$ cat src/rtl/alu_seq_unit_pkg.sv
// Shared opcode encodings and FSM state type for the sequential ALU.
package alu_pkg;

  localparam logic [3:0] OP_ADD  = 4'h0;
  localparam logic [3:0] OP_SUB  = 4'h1;
  localparam logic [3:0] OP_LSH  = 4'h2;
  localparam logic [3:0] OP_RSH  = 4'h3;
  localparam logic [3:0] OP_XOR  = 4'h4;
  localparam logic [3:0] OP_CMP  = 4'h5;
  localparam logic [3:0] OP_AND  = 4'h6;
  localparam logic [3:0] OP_NAND = 4'h7;
  localparam logic [3:0] OP_OR   = 4'h8;
  localparam logic [3:0] OP_NOR  = 4'h9;
  localparam logic [3:0] OP_MUL  = 4'hA;

  typedef enum logic {
    ST_IDLE = 1'b0,
    ST_MUL  = 1'b1
  } state_t;

endpackage

$ cat src/rtl/alu_seq_unit_if.sv
// Issue/result handshake bundle between the issue stage, the ALU and writeback.
interface alu_seq_unit_if #(parameter int WIDTH = 8);
  logic             in_valid;
  logic             in_ready;
  logic [WIDTH-1:0] opA;
  logic [WIDTH-1:0] opB;
  logic [3:0]       opcode;
  logic             cin;
  logic             out_valid;
  logic             out_ready;
  logic [WIDTH-1:0] outQ;
  logic [WIDTH-1:0] outH;
  logic             cout;
  logic             flag_z;
  logic             flag_n;
  logic             flag_v;

  modport slave (
    input  in_valid, opA, opB, opcode, cin, out_ready,
    output in_ready, out_valid, outQ, outH, cout, flag_z, flag_n, flag_v
  );

  modport master (
    output in_valid, opA, opB, opcode, cin, out_ready,
    input  in_ready, out_valid, outQ, outH, cout, flag_z, flag_n, flag_v
  );
endinterface

$ cat src/rtl/alu_seq_unit_mul.sv
// Iterative unsigned shift-add multiplier: start loads operands, WIDTH busy
// cycles follow; done is high in the last one with the final product on prod_o.
module alu_mul_iter #(
  parameter int WIDTH = 8
) (
  input  logic               clk,
  input  logic               rst_n,
  input  logic               start_i,
  input  logic [WIDTH-1:0]   a_i,
  input  logic [WIDTH-1:0]   b_i,
  output logic               busy_o,
  output logic               done_o,
  output logic [2*WIDTH-1:0] prod_o
);
  localparam int CW = $clog2(WIDTH + 1);
  localparam logic [CW-1:0] LAST = CW'(WIDTH - 1);

  logic [2*WIDTH-1:0] mcand_q, mcand_d, acc_q, acc_d, acc_step;
  logic [WIDTH-1:0]   mplier_q, mplier_d;
  logic [CW-1:0]      cnt_q, cnt_d;
  logic               busy_q, busy_d;

  // prod_o already includes the iteration performed on the done edge
  assign acc_step = mplier_q[0] ? acc_q + mcand_q : acc_q;
  assign done_o   = busy_q && (cnt_q == LAST);
  assign busy_o   = busy_q;
  assign prod_o   = acc_step;

  always_comb begin
    mcand_d  = mcand_q;
    mplier_d = mplier_q;
    acc_d    = acc_q;
    cnt_d    = cnt_q;
    busy_d   = busy_q;
    if (start_i) begin
      mcand_d  = {{WIDTH{1'b0}}, a_i};
      mplier_d = b_i;
      acc_d    = '0;
      cnt_d    = '0;
      busy_d   = 1'b1;
    end else if (busy_q) begin
      acc_d    = acc_step;
      mcand_d  = mcand_q << 1;
      mplier_d = mplier_q >> 1;
      cnt_d    = cnt_q + 1'b1;
      if (done_o) busy_d = 1'b0;
    end
  end

  always_ff @(posedge clk or negedge rst_n) begin
    if (!rst_n) begin
      mcand_q  <= '0;
      mplier_q <= '0;
      acc_q    <= '0;
      cnt_q    <= '0;
      busy_q   <= 1'b0;
    end else begin
      mcand_q  <= mcand_d;
      mplier_q <= mplier_d;
      acc_q    <= acc_d;
      cnt_q    <= cnt_d;
      busy_q   <= busy_d;
    end
  end
endmodule

$ cat src/rtl/alu_seq_unit.sv
// Registered ALU with valid/ready handshakes and an iterative MUL.
// Define ALU_FLAGS_EN to register Z/N/V flags with the result (else tied to 0).
module alu_seq_unit
  import alu_pkg::*;
#(
  parameter int WIDTH = 8
) (
  input  logic           clk,
  input  logic           rst_n,
  alu_seq_unit_if.slave  bus
);
  localparam int MSB = WIDTH - 1;

  state_t             state_q, state_d;
  logic               out_valid_q, out_valid_d;
  logic [WIDTH-1:0]   outQ_q, outQ_d, outH_q, outH_d;
  logic               cout_q, cout_d;
  logic               accept, mul_start, mul_busy, mul_done;
  logic [2*WIDTH-1:0] mul_prod;
  logic [WIDTH:0]     sum;
  logic [WIDTH-1:0]   alu_q;
  logic               alu_c;

  assign bus.in_ready = (state_q != ST_MUL) && !mul_busy && (!out_valid_q || bus.out_ready);
  assign accept       = bus.in_valid && bus.in_ready;

  alu_mul_iter #(.WIDTH(WIDTH)) u_mul (
    .clk     (clk),
    .rst_n   (rst_n),
    .start_i (mul_start),
    .a_i     (bus.opA),
    .b_i     (bus.opB),
    .busy_o  (mul_busy),
    .done_o  (mul_done),
    .prod_o  (mul_prod)
  );

  always_comb begin
    sum   = '0;
    alu_q = '0;
    alu_c = 1'b0;
    unique case (bus.opcode)
      OP_ADD: begin
        sum   = {1'b0, bus.opA} + {1'b0, bus.opB} + {{WIDTH{1'b0}}, bus.cin};
        alu_q = sum[MSB:0];
        alu_c = sum[WIDTH];
      end
      OP_SUB: begin
        sum   = {1'b0, bus.opA} + {1'b0, ~bus.opB} + {{WIDTH{1'b0}}, bus.cin};
        alu_q = sum[MSB:0];
        alu_c = sum[WIDTH];
      end
      OP_LSH: begin
        alu_q = {bus.opA[MSB-1:0], bus.cin};
        alu_c = bus.opA[MSB];
      end
      OP_RSH: begin
        alu_q = {bus.cin, bus.opA[MSB:1]};
        alu_c = bus.opA[0];
      end
      OP_XOR:  alu_q = bus.opA ^ bus.opB;
      OP_AND:  alu_q = bus.opA & bus.opB;
      OP_NAND: alu_q = ~(bus.opA & bus.opB);
      OP_OR:   alu_q = bus.opA | bus.opB;
      OP_NOR:  alu_q = ~(bus.opA | bus.opB);
      OP_CMP:  alu_q = (bus.opA == bus.opB) ? WIDTH'(1) :
                       (bus.opA >  bus.opB) ? WIDTH'(2) : WIDTH'(3);
      default: alu_q = '0;
    endcase
  end

`ifdef ALU_FLAGS_EN
  logic alu_v, fz_q, fz_d, fn_q, fn_d, fv_q, fv_d;

  always_comb begin
    alu_v = 1'b0;
    if (bus.opcode == OP_ADD)
      alu_v = (bus.opA[MSB] == bus.opB[MSB]) && (sum[MSB] != bus.opA[MSB]);
    else if (bus.opcode == OP_SUB)
      alu_v = (bus.opA[MSB] != bus.opB[MSB]) && (sum[MSB] != bus.opA[MSB]);
  end
`endif

  always_comb begin
    state_d     = state_q;
    out_valid_d = out_valid_q && !bus.out_ready;
    outQ_d      = outQ_q;
    outH_d      = outH_q;
    cout_d      = cout_q;
    mul_start   = 1'b0;
`ifdef ALU_FLAGS_EN
    fz_d = fz_q;
    fn_d = fn_q;
    fv_d = fv_q;
`endif
    unique case (state_q)
      ST_IDLE: begin
        if (accept && bus.opcode == OP_MUL) begin
          mul_start = 1'b1;
          state_d   = ST_MUL;
        end else if (accept) begin
          outQ_d      = alu_q;
          outH_d      = '0;
          cout_d      = alu_c;
          out_valid_d = 1'b1;
`ifdef ALU_FLAGS_EN
          fz_d = (alu_q == '0);
          fn_d = alu_q[MSB];
          fv_d = alu_v;
`endif
        end
      end
      ST_MUL: begin
        if (mul_done) begin
          outQ_d      = mul_prod[MSB:0];
          outH_d      = mul_prod[2*WIDTH-1:WIDTH];
          cout_d      = 1'b0;
          out_valid_d = 1'b1;
          state_d     = ST_IDLE;
`ifdef ALU_FLAGS_EN
          fz_d = (mul_prod[MSB:0] == '0);
          fn_d = mul_prod[MSB];
          fv_d = 1'b0;
`endif
        end
      end
      default: state_d = ST_IDLE;
    endcase
  end

  always_ff @(posedge clk or negedge rst_n) begin
    if (!rst_n) begin
      state_q     <= ST_IDLE;
      out_valid_q <= 1'b0;
      outQ_q      <= '0;
      outH_q      <= '0;
      cout_q      <= 1'b0;
    end else begin
      state_q     <= state_d;
      out_valid_q <= out_valid_d;
      outQ_q      <= outQ_d;
      outH_q      <= outH_d;
      cout_q      <= cout_d;
    end
  end

`ifdef ALU_FLAGS_EN
  always_ff @(posedge clk or negedge rst_n) begin
    if (!rst_n) begin
      fz_q <= 1'b0;
      fn_q <= 1'b0;
      fv_q <= 1'b0;
    end else begin
      fz_q <= fz_d;
      fn_q <= fn_d;
      fv_q <= fv_d;
    end
  end

  assign bus.flag_z = fz_q;
  assign bus.flag_n = fn_q;
  assign bus.flag_v = fv_q;
`else
  assign bus.flag_z = 1'b0;
  assign bus.flag_n = 1'b0;
  assign bus.flag_v = 1'b0;
`endif

  assign bus.out_valid = out_valid_q;
  assign bus.outQ      = outQ_q;
  assign bus.outH      = outH_q;
  assign bus.cout      = cout_q;
endmodule

$ cat src/flat_wrapper.sv
// flat-port wrapper written by rule: the top's interface ports become plain ports
module alu_seq_unit_flat import alu_pkg::*;
#(
  parameter int WIDTH = 8
)
  (clk, rst_n, bus_in_valid, bus_opA, bus_opB, bus_opcode, bus_cin, bus_out_ready, bus_in_ready, bus_out_valid, bus_outQ, bus_outH, bus_cout, bus_flag_z, bus_flag_n, bus_flag_v);
  alu_seq_unit_if #(.WIDTH(WIDTH)) bus_i ();
  input  logic clk;
  input  logic rst_n;
  input wire logic [$bits(bus_i.in_valid)-1:0] bus_in_valid;
  input wire logic [$bits(bus_i.opA)-1:0] bus_opA;
  input wire logic [$bits(bus_i.opB)-1:0] bus_opB;
  input wire logic [$bits(bus_i.opcode)-1:0] bus_opcode;
  input wire logic [$bits(bus_i.cin)-1:0] bus_cin;
  input wire logic [$bits(bus_i.out_ready)-1:0] bus_out_ready;
  output wire logic [$bits(bus_i.in_ready)-1:0] bus_in_ready;
  output wire logic [$bits(bus_i.out_valid)-1:0] bus_out_valid;
  output wire logic [$bits(bus_i.outQ)-1:0] bus_outQ;
  output wire logic [$bits(bus_i.outH)-1:0] bus_outH;
  output wire logic [$bits(bus_i.cout)-1:0] bus_cout;
  output wire logic [$bits(bus_i.flag_z)-1:0] bus_flag_z;
  output wire logic [$bits(bus_i.flag_n)-1:0] bus_flag_n;
  output wire logic [$bits(bus_i.flag_v)-1:0] bus_flag_v;
  assign bus_i.in_valid = bus_in_valid;
  assign bus_i.opA = bus_opA;
  assign bus_i.opB = bus_opB;
  assign bus_i.opcode = bus_opcode;
  assign bus_i.cin = bus_cin;
  assign bus_i.out_ready = bus_out_ready;
  assign bus_in_ready = bus_i.in_ready;
  assign bus_out_valid = bus_i.out_valid;
  assign bus_outQ = bus_i.outQ;
  assign bus_outH = bus_i.outH;
  assign bus_cout = bus_i.cout;
  assign bus_flag_z = bus_i.flag_z;
  assign bus_flag_n = bus_i.flag_n;
  assign bus_flag_v = bus_i.flag_v;
  alu_seq_unit #(.WIDTH(WIDTH)) u_core (.clk(clk), .rst_n(rst_n), .bus(bus_i));
endmodule
$ cat config.mk
export PLATFORM = sky130hd
export DESIGN_NAME = alu_seq_unit_flat
export DESIGN_NICKNAME = d
export VERILOG_FILES = /design/src/rtl/alu_seq_unit_pkg.sv /design/src/rtl/alu_seq_unit_if.sv /design/src/rtl/alu_seq_unit_mul.sv /design/src/rtl/alu_seq_unit.sv /design/src/flat_wrapper.sv
export SDC_FILE = /design/constraint.sdc
export NUM_CORES = 1
export LEC_CHECK = 0
export ABC_AREA = 1
export CAP_MARGIN = 10
export CORE_MARGIN = 4
export CORE_UTILIZATION = 35
export DETAILED_ROUTE_END_ITERATION = 8
export MAX_ROUTING_LAYER = met4
export PLACE_DENSITY = 0.54
export RECOVER_POWER = 100
export SETUP_SLACK_MARGIN = 0.3
export SYNTH_ARGS = -nofsm -noshare
export SYNTH_HDL_FRONTEND = slang
export SYNTH_HIERARCHICAL = 1
export SYNTH_SLANG_ARGS = --single-unit
$ cat constraint.sdc
create_clock -name clk -period 5.2 [get_ports clk]
set_input_delay 0.78 -clock clk [delete_from_list [all_inputs] [get_ports clk]]
set_output_delay 0.78 -clock clk [all_outputs]
set_load 0.03 [all_outputs]
# --- After elaboration in Yosys (flattened, before gate mapping) ---
# Index checks and enable logic that the tools add are counted.
op_classes:
  n_reduce_logical: 13
  shift: 0
  muxes: 35
  n_bitwise: 7
  order_cmp: 1
  div_mod_pow: 0
  n_eq_ne: 15
  add_sub_neg: 6
  multipliers: 0
op_table:
  columns: ["cell", "n"]
  rows:
  - ["$mux W16", 5]
  - ["$pmux W8 S10", 1]
  - ["$mux W8", 9]
  - ["$pmux W8 S2", 2]
  - ["$not A8 Y8", 3]
  - ["$eq A4 B3 Y1 const B", 5]
  - ["$add A8 B8 Y9", 2]
  - ["$add A9 B1 Y9", 2]
  - ["$add A16 B16 Y16", 1]
  - ["$eq A4 B4 Y1 const B", 3]
  - ["$mux W1", 12]
  - ["$and A8 B8 Y8", 1]
  - ["$eq A4 B2 Y1 const B", 2]
  - ["$eq A8 B8 Y1", 1]
  - ["$gt A8 B8 Y1", 1]
  - ["$mux W4", 2]
  - ["$or A8 B8 Y8", 1]
  - ["$xor A8 B8 Y8", 1]
  - ["$logic_and A1 B1 Y1", 6]
  - ["$pmux W1 S2", 3]
  - ["$add A4 B1 Y4 const B", 1]
  - ["$eq A4 B1 Y1 const B", 1]
  - ["$logic_not A4 Y1", 1]
  - ["$ne A2 B2 Y1 const B", 2]
  - ["7 further kinds", 9]
word_totals:
  memories: 0
  latchBits: 0
  in_bits: 25
  regBits: 64
  wordCells: 87
  mem_bits_rw: 0
  romBits: 0

# --- Logic depth before layout (Yosys ltp) ---
# Gate-level depths: netlist of the first run.
depth:
  ltp_word: 8
  ltp_mapped: 13
  ltp_nobuf: 13

# --- Cells and area by module ---
# The synthesis of the first run kept the hierarchy.
modules_own_cells:
  columns: ["module", "cells_per_inst", "instances", "area_each_um2", "seq_area_each_um2"]
  rows:
  - ["alu_mul_iter", 397, 1, 2890.3, 1126.1]
  - ["alu_seq_unit", 404, 1, 2523.7, 475.5]

# --- Worst setup path before layout of the first run ---
# No wires, ideal clock.
synth_path:
  kind: "input to register"
  start: "input port bus_opA[0]"
  end: "register u_core.outQ_q[4], in the netlist u_core/bus.outQ[4]"
  setup_slack_ps: 2759
  arrival_ps: 2315
  path_stages: 11
  path_cell_list: "inv_1 fa_1 fa_1 inv_1 nand3_1 nand2_1 nand2_1 nand3_1 nand2_1 o21ai_0 a21boi_1"
synth_via:
  elab_chain_cells: 6
synth_lines:
  columns: ["element", "line_no", "rtl"]
  rows:
  - ["start, declared", "flat_wrapper.sv:11", "input wire logic [$bits(bus_i.opA)-1:0] bus_opA;"]
  - ["$add A8 B8 Y9, on equally long branches", "alu_seq_unit.sv:49, alu_seq_unit.sv:44", null]
  - ["$add A9 B1 Y9, on equally long branches", "alu_seq_unit.sv:49, alu_seq_unit.sv:44", null]
  - ["$pmux W8 S10 *", "alu_seq_unit.sv:42", "unique case (bus.opcode)"]
  - ["$mux W8 *", "alu_seq_unit.sv:101", "end else if (accept) begin"]
  - ["$mux W8 *", "alu_seq_unit.sv:98", "if (accept && bus.opcode == OP_MUL) begin"]
  - ["$pmux W8 S2 *", "alu_seq_unit.sv:96", "unique case (state_q)"]
  - ["end signal, assigned", "alu_seq_unit.sv:141", "outQ_q <= outQ_d;"]
  - ["end, declared", "alu_seq_unit.sv:16", "logic [WIDTH-1:0] outQ_q, outQ_d, outH_q, outH_d;"]
# Every way passes the cells marked *; elsewhere a longest branch is shown, timed or not. The select of a mux whose other input is x is not followed.
# A chain may end at the register's enable or synchronous reset.

# --- Worst setup path in the final report of the first run ---
layout_path:
  start: "input port bus_opcode[0]"
  end: "register u_core.u_mul.acc_q[8]"
layout_via:
  elab_chain_cells: 5
layout_lines:
  columns: ["element", "line_no", "rtl"]
  rows:
  - ["start, declared", "flat_wrapper.sv:13", "input wire logic [$bits(bus_i.opcode)-1:0] bus_opcode;"]
  - ["$eq A4 B4 Y1 *", "alu_seq_unit.sv:98", null]
  - ["$logic_and A1 B1 Y1 *", "alu_seq_unit.sv:98", null]
  - ["$mux W1 *", "alu_seq_unit.sv:98", null]
  - ["$mux W1 *", "alu_seq_unit.sv:96", null]
  - ["net u_core.mul_start", "alu_seq_unit.sv:18", "logic accept, mul_start, mul_busy, mul_done;"]
  - ["$mux W16 / $reduce_bool A2 Y1 (equally long branches)", null, null]
  - ["end signal, assigned", "alu_seq_unit_mul.sv:54", "acc_q <= '0;"]
  - ["end signal, assigned", "alu_seq_unit_mul.sv:60", "acc_q <= acc_d;"]
  - ["end, declared", "alu_seq_unit_mul.sv:18", "logic [2*WIDTH-1:0] mcand_q, mcand_d, acc_q, acc_d, acc_step;"]
# The timed path passes the listed nets; every way through them passes the cells marked *.

==> results by group, run 1 <==
Outcome
  – Status: finished clean

Global routing
  – Largest net degree at the start of global routing: 65
  – Global-route wire length before repair: 25760 um
  – Vias in the first global route: between 4000 and 5000
  – GR Overflow Total: 0
  – GRT Total Usage: 0.1883
  – Initial antenna violation count: 0

Route
  – Post-Route WL: roughly 16000 um
  – Post-DRT Antenna Nets: 0
  – Total number of vias: 5155
  – Drt drc: 0
  – Vias/cell: 5.005
  – Routed len/inst: 15.50 um
  – DR iter-0 viols: 371
  – Pre-antenna DRT Iters: 5

Place
  – Dpl cells: approximately 1000
  – RD Place Congestion: 0.8975
  – IO Port Bufs: 43
  – Post-DP HPWL: 12260 um

Min path
  – Worst Hold Launch: u_core/bus.outH[5]
  – Worst Hold Path Cells: 2
  – Worst hold endpoint: u_core/bus.outH[5]
  – Hold Path Class: reg2reg

Synthesis
  – Synthesized instance count: 801
  – Synth cell types: 42
  – Top cell type's share of synthesized area: 0.2958
  – Most used DFF post-synth: dfrtp_1
  – Post-synth ARST share: 1.000
  – Sequential share of the synthesized area: 0.2958
  – Seq cells post-synth: 64
  – Mean Syn Cell Area: ~6.8 um^2
  – Syn. warnings: 6
  – Top post-synthesis cells by area: dfrtp_1 30%, nand2_1 17%, ha_1 9.2%
  – Number of synthesized flops with an enable pin: 0
  – Syn Std Cell Area: 5414 um^2
  – Synth area leader: dfrtp_1

Timing
  – Worst slew margin: 0.1578
  – Max-slew violations: 0
  – RSZ-0062 raised after global routing: no
  – Tmin final: roughly 3700 ps
  – Setup TNS Final: 0 ps
  – Final-report setup violation count: 0
  – Skew final: a little under 6 ps
  – Fin crit share: 0.7137
  – Fmax: 0.2694 GHz
  – Slew of the pin with the lowest slew margin: 1252 ps
  – Hold slack: between 400 and 500 ps
  – Endpoints failing hold: 0

Clock tree
  – TritonCTS clock tree: done
  – Post-CTS Setup Inserts: 0
  – CTS buffer count: 9
  – Cts hold-fix bufs: 0
  – Clock transition at path regs: 50 ps
  – Clock sink count: 64
  – # H-tree levels: 3
  – CTS root buffer: clkbuf_16
  – Worst-Skew Late Latency: ~330 ps
  – Post-cts resize count: 0
  – Clk buf depth: 2

Power and ir drop
  – PD cells: 501.7 nW/um^2
  – Power, Total: 3156 uW
  – Worst VDD drop: roughly 0.00022 V
  – P_leak: 0.003234 uW

Layout
  – Fraction of layout cells with a size suffix above 1: 0.05344
  – Final layout net count: 907
  – Area growth syn-to-layout: 16.18%
  – Ant diodes: 0
  – Filler cells: 1608
  – Non-Filler Instances: 1030
  – Final core occ: 0.4137

Floorplanning
  – Die Y: 132.4 um
  – Top-level I/O count: 47
  – Core area: 15200 um^2
  – Die Span X: 132.4 um
  – Starting Density: 0.3561
  – Rows: between 40 and 50
  – DIE AREA: ~18000 um^2

Critical path
  – Startpoint types: input port
  – Crit path DAT: roughly 3900 ps
  – R2R depth: 7
  – Crit-path max cell delay: 1060 ps
  – Slowest-stage cell, CP: nor4_1
  – Worst R2R Setup Slack: 1860 ps
  – Crit path capture type: register
  – Crit Path Category: in2reg
  – CP startpoint: bus_opcode[0]
  – Crit Path Max Fanout: 16
  – CP Cell Sequence: dlygate4sd3_1, inv_1, nand2_1, nor4_1, nor2_1, clkbuf_1, nand3_1, o21ai_0
  – WP data required: 5390 ps
  – Reg2reg end: u_core/bus.outQ[5]
  – FF-to-FF Start: u_core/state_q

Flow run
  – Max cap viols: 0
## power breakdown
group | switching, uW | internal, uW
Combinational | 982 | 576
Sequential | 209 | 703
Clock | 227 | 459
## layout make-up
class | instances | area, um^2 | share of cell area
inverters | 119 | 447.9 | 0.07122
flip-flops and latches | 64 | 1602 | 0.2546
repair buffers | 46 | 440.4 | 0.07002
clock inverters | 4 | 75.07 | 0.01194
well taps | 188 | 235.2 | 0.03740
multi-input cells | 597 | 3223 | 0.5124
clock buffers | 12 | 266.5 | 0.04237
## how the worst max path moves through the flow
| stage | to | cells past startpoint | slack, ps |
|---|---|---|---|
| floorplan | u_core/bus.outQ[4] | 11 | 2760 |
| global placement | u_core/bus.outQ[4] | 12 | 1870 |
| detailed placement | u_core/bus.outQ[4] | 12 | 1830 |
| CTS | bus_in_ready | 4 | 2050 |
| global route | u_core/u_mul/acc_q[8] | 8 | 1200 |
| finish | u_core/u_mul/acc_q[8] | 8 | 1490 |
## metal layers
| layer | share of wire | track usage | wire length [um] | vias to the layer above |
|---|---|---|---|---|
| met3 | 0.054 | 0.04046 | 861 | 15 |
| met4 | 0.011 | 0.03406 | 171 | 0 |
| met1 | 0.50 | 0.2732 | 8028 | 2375 |
| met2 | 0.43 | 0.2728 | 6902 | 133 |
| li1 | - | - | - | 2632 |
| met5 | 0 | - | 0 | - |
## stage by stage
stage / setup WS, ps / cell area [um^2]
finish: 1489 / 6290
global route: 1196 / 6290
CTS: 2052 / 6331
detailed placement: 1832 / 5989
global placement: 1873 / 5989
floorplan: 2759 / 5421
## cell usage in the layout, fill, tap and decap left out, drive strengths merged
master           n
o211ai           7
a21boi           5
nor4             1
clkinvlp         3
nor2            60
o21ai           38
clkdlybuf4s50   22
o22ai           17
dlygate4sd3     20
fa               5
xnor2            9
o21bai           3
a22oi           11
nand4            8
or2             14
buf              2
nand3b           3
dfrtp           64
nand3           63
bufinv           2
clkbuf          14
inv            118
a2bb2oi          2
nor3             3
xor2             1
ha              40
nand2          256
conb             3
nor3b            1
and2            12
a21oi           35
## registers in the layout, indices dropped and copies added, names as in the netlist
register               count
u_core/bus.cout            1
u_core/u_mul/busy_o        1
u_core/u_mul/acc_q        16
u_core/u_mul/mcand_q      16
u_core/bus.outH            8
u_core/bus.out_valid       1
u_core/state_q             1
u_core/bus.outQ            8
u_core/u_mul/cnt_q         4
u_core/u_mul/mplier_q      8
## worst max-delay path, delay by kind of cell
kind	cells	cell delay [ps]
buffers and inverters	3	1190
and+or+nand+nor	4	1820
AOI/OAI and AO/OA	1	90
## Yosys cell counts, types with 9 or more instances
| master | count |
|---|---|
| a21oi_1 | 34 |
| xnor2_1 | 9 |
| inv_1 | 114 |
| o22ai_1 | 17 |
| nand3_1 | 62 |
| and2_1 | 12 |
| ha_1 | 40 |
| o21ai_0 | 26 |
| buf_2 | 13 |
| nor2_1 | 52 |
| a22oi_1 | 11 |
| dfrtp_1 | 64 |
| o21ai_1 | 9 |
| nand2_1 | 250 |
## cell families after synthesis
logic type,share of synthesized area
buffers and inverters,0.1054
other,0.0006927
AND/OR/NAND/NOR,0.3418
XOR/XNOR,0.01618
adder cells (fa/ha/maj),0.1109
AO/OA/AOI/OAI,0.1292
flip-flops,0.2958
No activity file was read; power rests on OpenSTA's default activity.
==> inputs of run 2 (changes only) <==
Settings changed: PLACE_DENSITY 0.54 to 0.56.
Clock period 5.2 ns to 3.28 ns, I/O delays scaled along.
==> results by group, run 2 (same netlist as run 1, synthesis figures left out) <==
Floorplanning
  – DIE AREA: 17520 um^2 (unchanged)
  – Starting Density: 0.3561 (unchanged)
  – Rows: 45 (unchanged)
  – Die Span X: 132.4 um (unchanged)
  – Core area: 15200 um^2 (unchanged)
  – Die Y: 132.4 um (unchanged)
  – Top-level I/O count: 47 (unchanged)

Route
  – Routed len/inst: 15.73 um (was 15.50 um)
  – Pre-antenna DRT Iters: 4 (was 5)
  – Top routing layer in use: met4 (unchanged)
  – DR iter-0 viols: 469 (was 371)
  – DR WL met2: 6635 um (was 6902 um)
  – Post-DRT Antenna Nets: 0 (unchanged)
  – Total number of vias: 5151 (was 5155)
  – DR WL met3: 880 um (was 861 um)
  – Drt drc: 0 (unchanged)
  – Post-Route WL: 16250 um (was 15960 um)
  – Vias/cell: 4.986 (was 5.005)
  – Met1 wire length: 8576 um (was 8028 um)

Clock tree
  – CTS buffer count: 9 (unchanged)
  – Post-CTS Setup Inserts: 0 (unchanged)
  – Clock transition at path regs: 50 ps (about the same)
  – Post-cts resize count: 0 (unchanged)
  – Clk buf depth: 2 (unchanged)
  – Cts hold-fix bufs: 0 (unchanged)
  – CTS root buffer: clkbuf_16 (unchanged)
  – Clock sink count: 64 (unchanged)
  – Worst-Skew Late Latency: 330 ps (about the same)
  – TritonCTS clock tree: done (unchanged)
  – # H-tree levels: 3 (unchanged)

Layout
  – Area growth syn-to-layout: 15.53% (was 16.18%)
  – Commonest non-fill, non-tap cell in the layout: nand2_1 (unchanged)
  – Ant diodes: 0 (unchanged)
  – Fraction of layout cells with a size suffix above 1: 0.05562 (was 0.05344)
  – Non-Filler Instances: 1033 (was 1030)
  – Top Registers: u_core/u_mul/acc_q: 16 flops, u_core/u_mul/mcand_q: 16 flops (unchanged)
  – Final layout net count: 911 (was 907)
  – Commonest cells after routing, fill and taps aside: 250 x nand2_1, 116 x inv_1, 64 x dfrtp_1, 62 x nand3_1, 54 x nor2_1 (was 251 x nand2_1, 116 x inv_1, 64 x dfrtp_1, 62 x nand3_1, 54 x nor2_1)

Place
  – RD Place Congestion: 0.9411 (was 0.8975)
  – Placement Setup Slack: 323.3 ps (was 1832 ps)
  – IO Port Bufs: 43 (unchanged)
  – Dpl cells: 1018 (was 1014)
  – Post-DP HPWL: 12460 um (was 12260 um)

Timing
  – Skew final: 5.994 ps (was 5.807 ps)
  – RSZ-0062 raised after global routing: no (unchanged)
  – Fmax: 0.3540 GHz
  – Worst slew margin: -0.07074 (was 0.1578)
  – Setup TNS Final: 0 ps (unchanged)
  – Fin crit share: 0.8612
  – Slew of the pin with the lowest slew margin: 1606 ps (was 1252 ps)
  – Max-slew violations: 65 (was 0)
  – Tmin final: 2825 ps
  – Endpoints failing hold: 0 (unchanged)
  – Final-report setup violation count: 0 (unchanged)
  – Setup ws final: 455.4 ps (was 1489 ps)

Global routing
  – Initial antenna violation count: 0 (unchanged)
  – Largest net degree at the start of global routing: 65 (unchanged)
  – GR Overflow Total: 0 (unchanged)
  – Global-route wire length before repair: 25970 um (was 25760 um)
  – Vias in the first global route: 4762 (was 4852)
  – GRT Total Usage: 0.1911 (was 0.1883)

Critical path
  – Crit path capture type: register (unchanged)
  – Crit Path Max Fanout: 19 (was 16)
  – R2R depth: 9 (was 7)
  – Slowest-stage cell, CP: nor2_1 (was nor4_1)
  – Reg2reg end: u_core/bus.outQ[6] (was u_core/bus.outQ[5])
  – CP Cell Sequence: dlygate4sd3_1, inv_1, nand2_1, nor3_4, nor2_1, nand2_8, clkinvlp_2, or2_1, a21boi_0 (was dlygate4sd3_1, inv_1, nand2_1, nor4_1, nor2_1, clkbuf_1, nand3_1, o21ai_0)
  – WP data required: 3530 ps (was 5390 ps)
  – Crit Path Category: in2reg (unchanged)
  – Crit path DAT: 3080 ps (was 3900 ps)
  – FF-to-FF Start: u_core/state_q (unchanged)
  – Crit-path max cell delay: 730 ps (was 1060 ps)
  – Startpoint types: input port (unchanged)
  – Worst R2R Setup Slack: 670 ps (was 1860 ps)

Min path
  – Worst hold endpoint: u_core/bus.outH[2] (was u_core/bus.outH[5])
  – Worst Hold Path Cells: 2 (unchanged)
  – Hold Path Class: reg2reg (unchanged)
  – Worst Hold Launch: u_core/bus.outH[2] (was u_core/bus.outH[5])

Outcome
  – Status: complete, but fails checks (was finished clean)
  – Failing checks: capacitance limit, slew limit

Flow run
  – Max cap viols: 1 (was 0)

Power and ir drop
  – P_leak: 0.003231 uW (was 0.003234 uW)
  – Worst VDD drop: 0.0003496 V (was 0.0002215 V)
  – Power, Total: 4805 uW (was 3156 uW)
  – PD cells: 768.2 nW/um^2 (was 501.7 nW/um^2)
[run 2: cell count changes in the layout (fill, tap and decap cells not counted), moves of 2 or more]
| cell | change |
|---|---|
| buf_4 | +3 |
| a21boi_0 | +2 |
| a21boi_1 | -2 |
| bufinv_16 | -2 |
| clkbuf_2 | +2 |
| clkbuf_8 | -2 |
| clkinv_2 | +2 |
| clkinvlp_4 | -2 |
| o21ai_0 | +2 |
| o21ai_1 | -2 |
| or2_0 | -2 |
| or2_1 | +2 |
[run 2: layout make-up]
class                      instances  area, um^2
clock inverter                     3       18.77
multi-input combinational        597        3236
tap                              188       235.2
clock buffer                      12       246.5
sequential                        64        1602
inverter                         119       447.9
timing repair buffer              50       469.2
fill                            1612        8947
[run 2: per-stage QoR]
step	hold slack (ps)	util	instance area, um^2
after floorplan	196.4	-	5421
after global placement	455.9	0.3960	6020
after detailed placement	458.4	0.3960	6020
after CTS	375.1	0.4134	6285
after global routing	477.3	0.4114	6255
final	463.6	0.4114	6255
[run 2: how the worst max path moves through the flow]
stage / from / endpoint / slack [ps]
2_1_floorplan: bus_opA[0] / u_core/bus.outQ[4] / 1130
3_3_place_gp: bus_opB[0] / u_core/bus.outQ[4] / 390
3_5_place_dp: bus_opB[0] / u_core/bus.outQ[4] / 320
4_1_cts: bus_opB[0] / u_core/bus.outQ[4] / 660
5_1_grt: bus_opcode[0] / u_core/bus.outQ[4] / 220
6_report: bus_opcode[0] / u_core/bus.outQ[6] / 460
[run 2: power by group]
group          internal [uW]  switching (uW)  leakage (uW)  total (uW)
clock                    526             331      0.000132         857
sequential              1120             239      0.000829        1360
combinational            935            1660       0.00227        2590
[run 2: metal layers]
| layer | vias to the layer above | GRT usage |
|---|---|---|
| li1 | 2642 | - |
| met5 | - | - |
| met4 | 0 | 0.03580 |
| met3 | 13 | 0.04008 |
| met1 | 2356 | 0.2904 |
| met2 | 140 | 0.2615 |
[run 2: critical path: cells and delay by family]
family / cells / cell delay [ps]
buffers and inverters: 3 / 1010
AOI/OAI and AO/OA: 1 / 170
and+or+nand+nor: 5 / 1390
==> inputs of run 3 (changes only) <==
Settings changed: CORE_ASPECT_RATIO set to 0.7, MAX_ROUTING_LAYER met4 to unset, SYNTH_HIERARCHICAL 1 to unset.
==> results by group, run 3 <==
Outcome
  – Status: complete, but fails checks (unchanged)
  – Failing checks: capacitance limit, slew limit (unchanged)

Clock tree
  – Clock transition at path regs: 50 ps (about the same)
  – # H-tree levels: 3 (unchanged)
  – Post-CTS Setup Inserts: 0 (unchanged)
  – CTS buffer count: 9 (unchanged)
  – Clock sink count: 64 (unchanged)
  – Clk buf depth: 2 (unchanged)
  – Worst-Skew Late Latency: 330 ps (about the same)
  – TritonCTS clock tree: done (unchanged)
  – Post-cts resize count: 0 (unchanged)
  – CTS root buffer: clkbuf_16 (unchanged)
  – Cts hold-fix bufs: 0 (unchanged)

Synthesis
  – Top cell type's share of synthesized area: 0.2924 (was 0.2958)
  – Top cells by instance count after synthesis: 241 x nand2_1, 120 x inv_1, 103 x nand3_1 (was 250 x nand2_1, 114 x inv_1, 64 x dfrtp_1)
  – Mean Syn Cell Area: 6.753 um^2 (was 6.759 um^2)
  – Synthesized instance count: 811 (was 801)
  – Most common cell in the netlist: nand2_1 (unchanged)
  – Most used DFF post-synth: dfrtp_1 (unchanged)
  – Top post-synthesis cells by area: dfrtp_1 29%, nand2_1 17%, nand3_1 9.4% (was dfrtp_1 30%, nand2_1 17%, ha_1 9.2%)
  – Syn Std Cell Area: 5477 um^2 (was 5414 um^2)
  – Post-synth ARST share: 1.000 (unchanged)
  – Number of synthesized flops with an enable pin: 0 (unchanged)
  – Synth cell types: 51 (was 42)
  – Syn. warnings: 0 (was 6)
  – Seq cells post-synth: 64 (unchanged)
  – Synth area leader: dfrtp_1 (unchanged)
  – Sequential share of the synthesized area: 0.2924 (was 0.2958)

Global routing
  – Largest net degree at the start of global routing: 36 (was 65)
  – Global-route wire length before repair: 27920 um (was 25970 um)
  – GR Overflow Total: 0 (unchanged)
  – Initial antenna violation count: 0 (unchanged)
  – GRT Total Usage: 0.2010 (was 0.1911)
  – Vias in the first global route: 4988 (was 4762)

Floorplanning
  – Rows: 37 (was 45)
  – Starting Density: 0.3651 (was 0.3561)
  – DIE AREA: 17740 um^2 (was 17520 um^2)
  – Die Span X: 157.5 um (was 132.4 um)
  – Top-level I/O count: 47 (unchanged)
  – Core area: 15000 um^2 (was 15200 um^2)
  – Die Y: 112.7 um (was 132.4 um)

Layout
  – Final layout net count: 929 (was 911)
  – Fraction of layout cells with a size suffix above 1: 0.05794 (was 0.05562)
  – Top Registers: u_core.u_mul.acc_q: 16 flops, u_core.u_mul.mcand_q: 16 flops (was u_core/u_mul/acc_q: 16 flops, u_core/u_mul/mcand_q: 16 flops)
  – Commonest cells after routing, fill and taps aside: 243 x nand2_1, 122 x inv_1, 103 x nand3_1, 64 x dfrtp_1, 50 x nor2_1 (was 250 x nand2_1, 116 x inv_1, 64 x dfrtp_1, 62 x nand3_1, 54 x nor2_1)
  – Ant diodes: 0 (unchanged)
  – Area growth syn-to-layout: 16.02% (was 15.53%)
  – Commonest non-fill, non-tap cell in the layout: nand2_1 (unchanged)
  – Final core occ: 0.4236 (was 0.4114)
  – Filler cells: 1634 (was 1612)

Critical path
  – Crit-path max cell delay: 670 ps (was 730 ps)
  – Crit-path leading delay family: simple AND/OR/NAND/NOR gates (unchanged)
  – Worst R2R Setup Slack: 740 ps (was 670 ps)
  – Crit path DAT: 3010 ps (was 3080 ps)
  – Startpoint types: input port (unchanged)
  – Critical path buffers and inverters: 3 (unchanged)
  – Slowest-stage cell, CP: nor3_1 (was nor2_1)
  – Crit path capture type: register (unchanged)
  – CP Cell Sequence: dlygate4sd3_1, inv_1, nor2_1, nand2_1, nor2_8, inv_8, nand3_4, nor3_1, nand2_1, nand3_1 (was dlygate4sd3_1, inv_1, nand2_1, nor3_4, nor2_1, nand2_8, clkinvlp_2, or2_1, a21boi_0)
  – WP data required: 3550 ps (was 3530 ps)
  – CP dominant cell by count: nand2_1
  – Crit Path Max Fanout: 22 (was 19)
  – Crit Path Category: in2reg (unchanged)

Timing
  – Fmax: 0.3642 GHz (was 0.3540 GHz)
  – Endpoints failing hold: 0 (unchanged)
  – RSZ-0062 raised after global routing: no (unchanged)
  – Worst slew margin: -0.2975 (was -0.07074)
  – Tmin final: 2746 ps (was 2825 ps)
  – Slew of the pin with the lowest slew margin: 1946 ps (was 1606 ps)
  – Fin crit share: 0.8371 (was 0.8612)
  – Final-report setup violation count: 0 (unchanged)
  – Max-slew violations: 66 (was 65)
  – Skew final: 5.945 ps (was 5.994 ps)
  – Setup TNS Final: 0 ps (unchanged)

Place
  – RD Place Congestion: 0.9737 (was 0.9411)
  – Post-DP HPWL: 13780 um (was 12460 um)
  – IO Port Bufs: 43 (unchanged)

Power and ir drop
  – PD cells: 740.7 nW/um^2 (was 768.2 nW/um^2)
  – Worst VDD drop: 0.0004840 V (was 0.0003496 V)
  – P_leak: 0.003372 uW (was 0.003231 uW)

Route
  – Vias/cell: 5.184 (was 4.986)
  – Post-Route WL: 17570 um (was 16250 um)
  – Drt drc: 0 (unchanged)
  – Routed len/inst: 16.61 um (was 15.73 um)
  – Total number of vias: 5485 (was 5151)
  – Pre-antenna DRT Iters: 5 (was 4)
  – DR iter-0 viols: 569 (was 469)
  – Post-DRT Antenna Nets: 0 (unchanged)

Flow run
  – Max cap viols: 2 (was 1)

Min path
  – Hold Path Class: reg2reg (unchanged)
[run 3: cell count changes after synthesis, moves of 7 or more]
| cell | before | now |
|---|---|---|
| buf_2 | 13 | 5 |
| xnor2_1 | 9 | 2 |
| a21oi_1 | 34 | 26 |
| o21ai_0 | 26 | 41 |
| o21ai_1 | 9 | 2 |
| and2_1 | 12 | 1 |
| nand2_1 | 250 | 241 |
| nand3_1 | 62 | 103 |
[run 3: routing by layer]
| layer | vias to the layer above | routed length, um | part of all wire | track usage |
|---|---|---|---|---|
| li1 | 2717 | - | - | - |
| met1 | 2526 | 9553 | 0.54 | 0.3483 |
| met2 | 231 | 6088 | 0.35 | 0.2376 |
| met3 | 11 | 1799 | 0.10 | 0.05742 |
| met4 | 0 | 130 | 0.0074 | 0.02751 |
| met5 | - | 0 | 0 | 0 |
[run 3: kinds of logic after synthesis]
logic type      Yosys count  share of synthesized area
other cells               1                  0.0006847
xor+xnor                  5                   0.007998
simple gates            438                     0.3550
flops                    64                     0.2924
compound gates          108                     0.1188
buf+inv                 150                     0.1154
fa+ha+maj                45                     0.1097
[run 3: report_power, final]
group | internal, uW | switching [uW]
clock network | 603 | 342
registers | 1100 | 270
logic | 820 | 1570
total | 2520 | 2180
[run 3: layout make-up]
cell class              count  area, um^2  area share
clock buffers              12       246.5     0.03879
clock inverters             3       42.54    0.006696
inverters                 128       490.5     0.07720
multi-input cells         599        3206      0.5045
flip-flops and latches     64        1602      0.2521
well taps                 195       244.0     0.03840
repair buffers             57       523.0     0.08232
[run 3: worst paths after layout]
| kind | from | endpoint | cells past startpoint |
|---|---|---|---|
| worst max-delay path | bus_opcode[3] | u_core.bus.outQ[2] | 10 |
| worst min-delay path | u_core.bus.outH[3] | u_core.bus.outH[3] | 2 |
| worst max register to register | u_core.u_mul.busy_o | u_core.bus.outQ[2] | 7 |
| worst min register to register | u_core.bus.outH[3] | u_core.bus.outH[3] | 2 |
| max in group asynchronous | rst_n | u_core.u_mul.cnt_q[0] | 2 |
| min in group asynchronous | rst_n | u_core.u_mul.acc_q[8] | 2 |
[run 3: worst min-delay path, stage by stage (launching register included)]
cell and delay (ps):
dfrtp_1 340, nand2_1 50, nand2_1 50
[run 3: through the flow]
step                      cell area [um^2]  setup slack (ps)  hold WS (ps)  power, uW  cells
after global placement                6117             333.7         463.2       3818   1043
final                                 6354             534.2         473.9       4706   1058
after global routing                  6354             371.5         498.1       5126   1058
after CTS                             6406             669.3         200.4       4785   1058
after floorplan                       5484              1078         196.4       3083    813
after detailed placement              6117             347.6         469.2       3827   1043
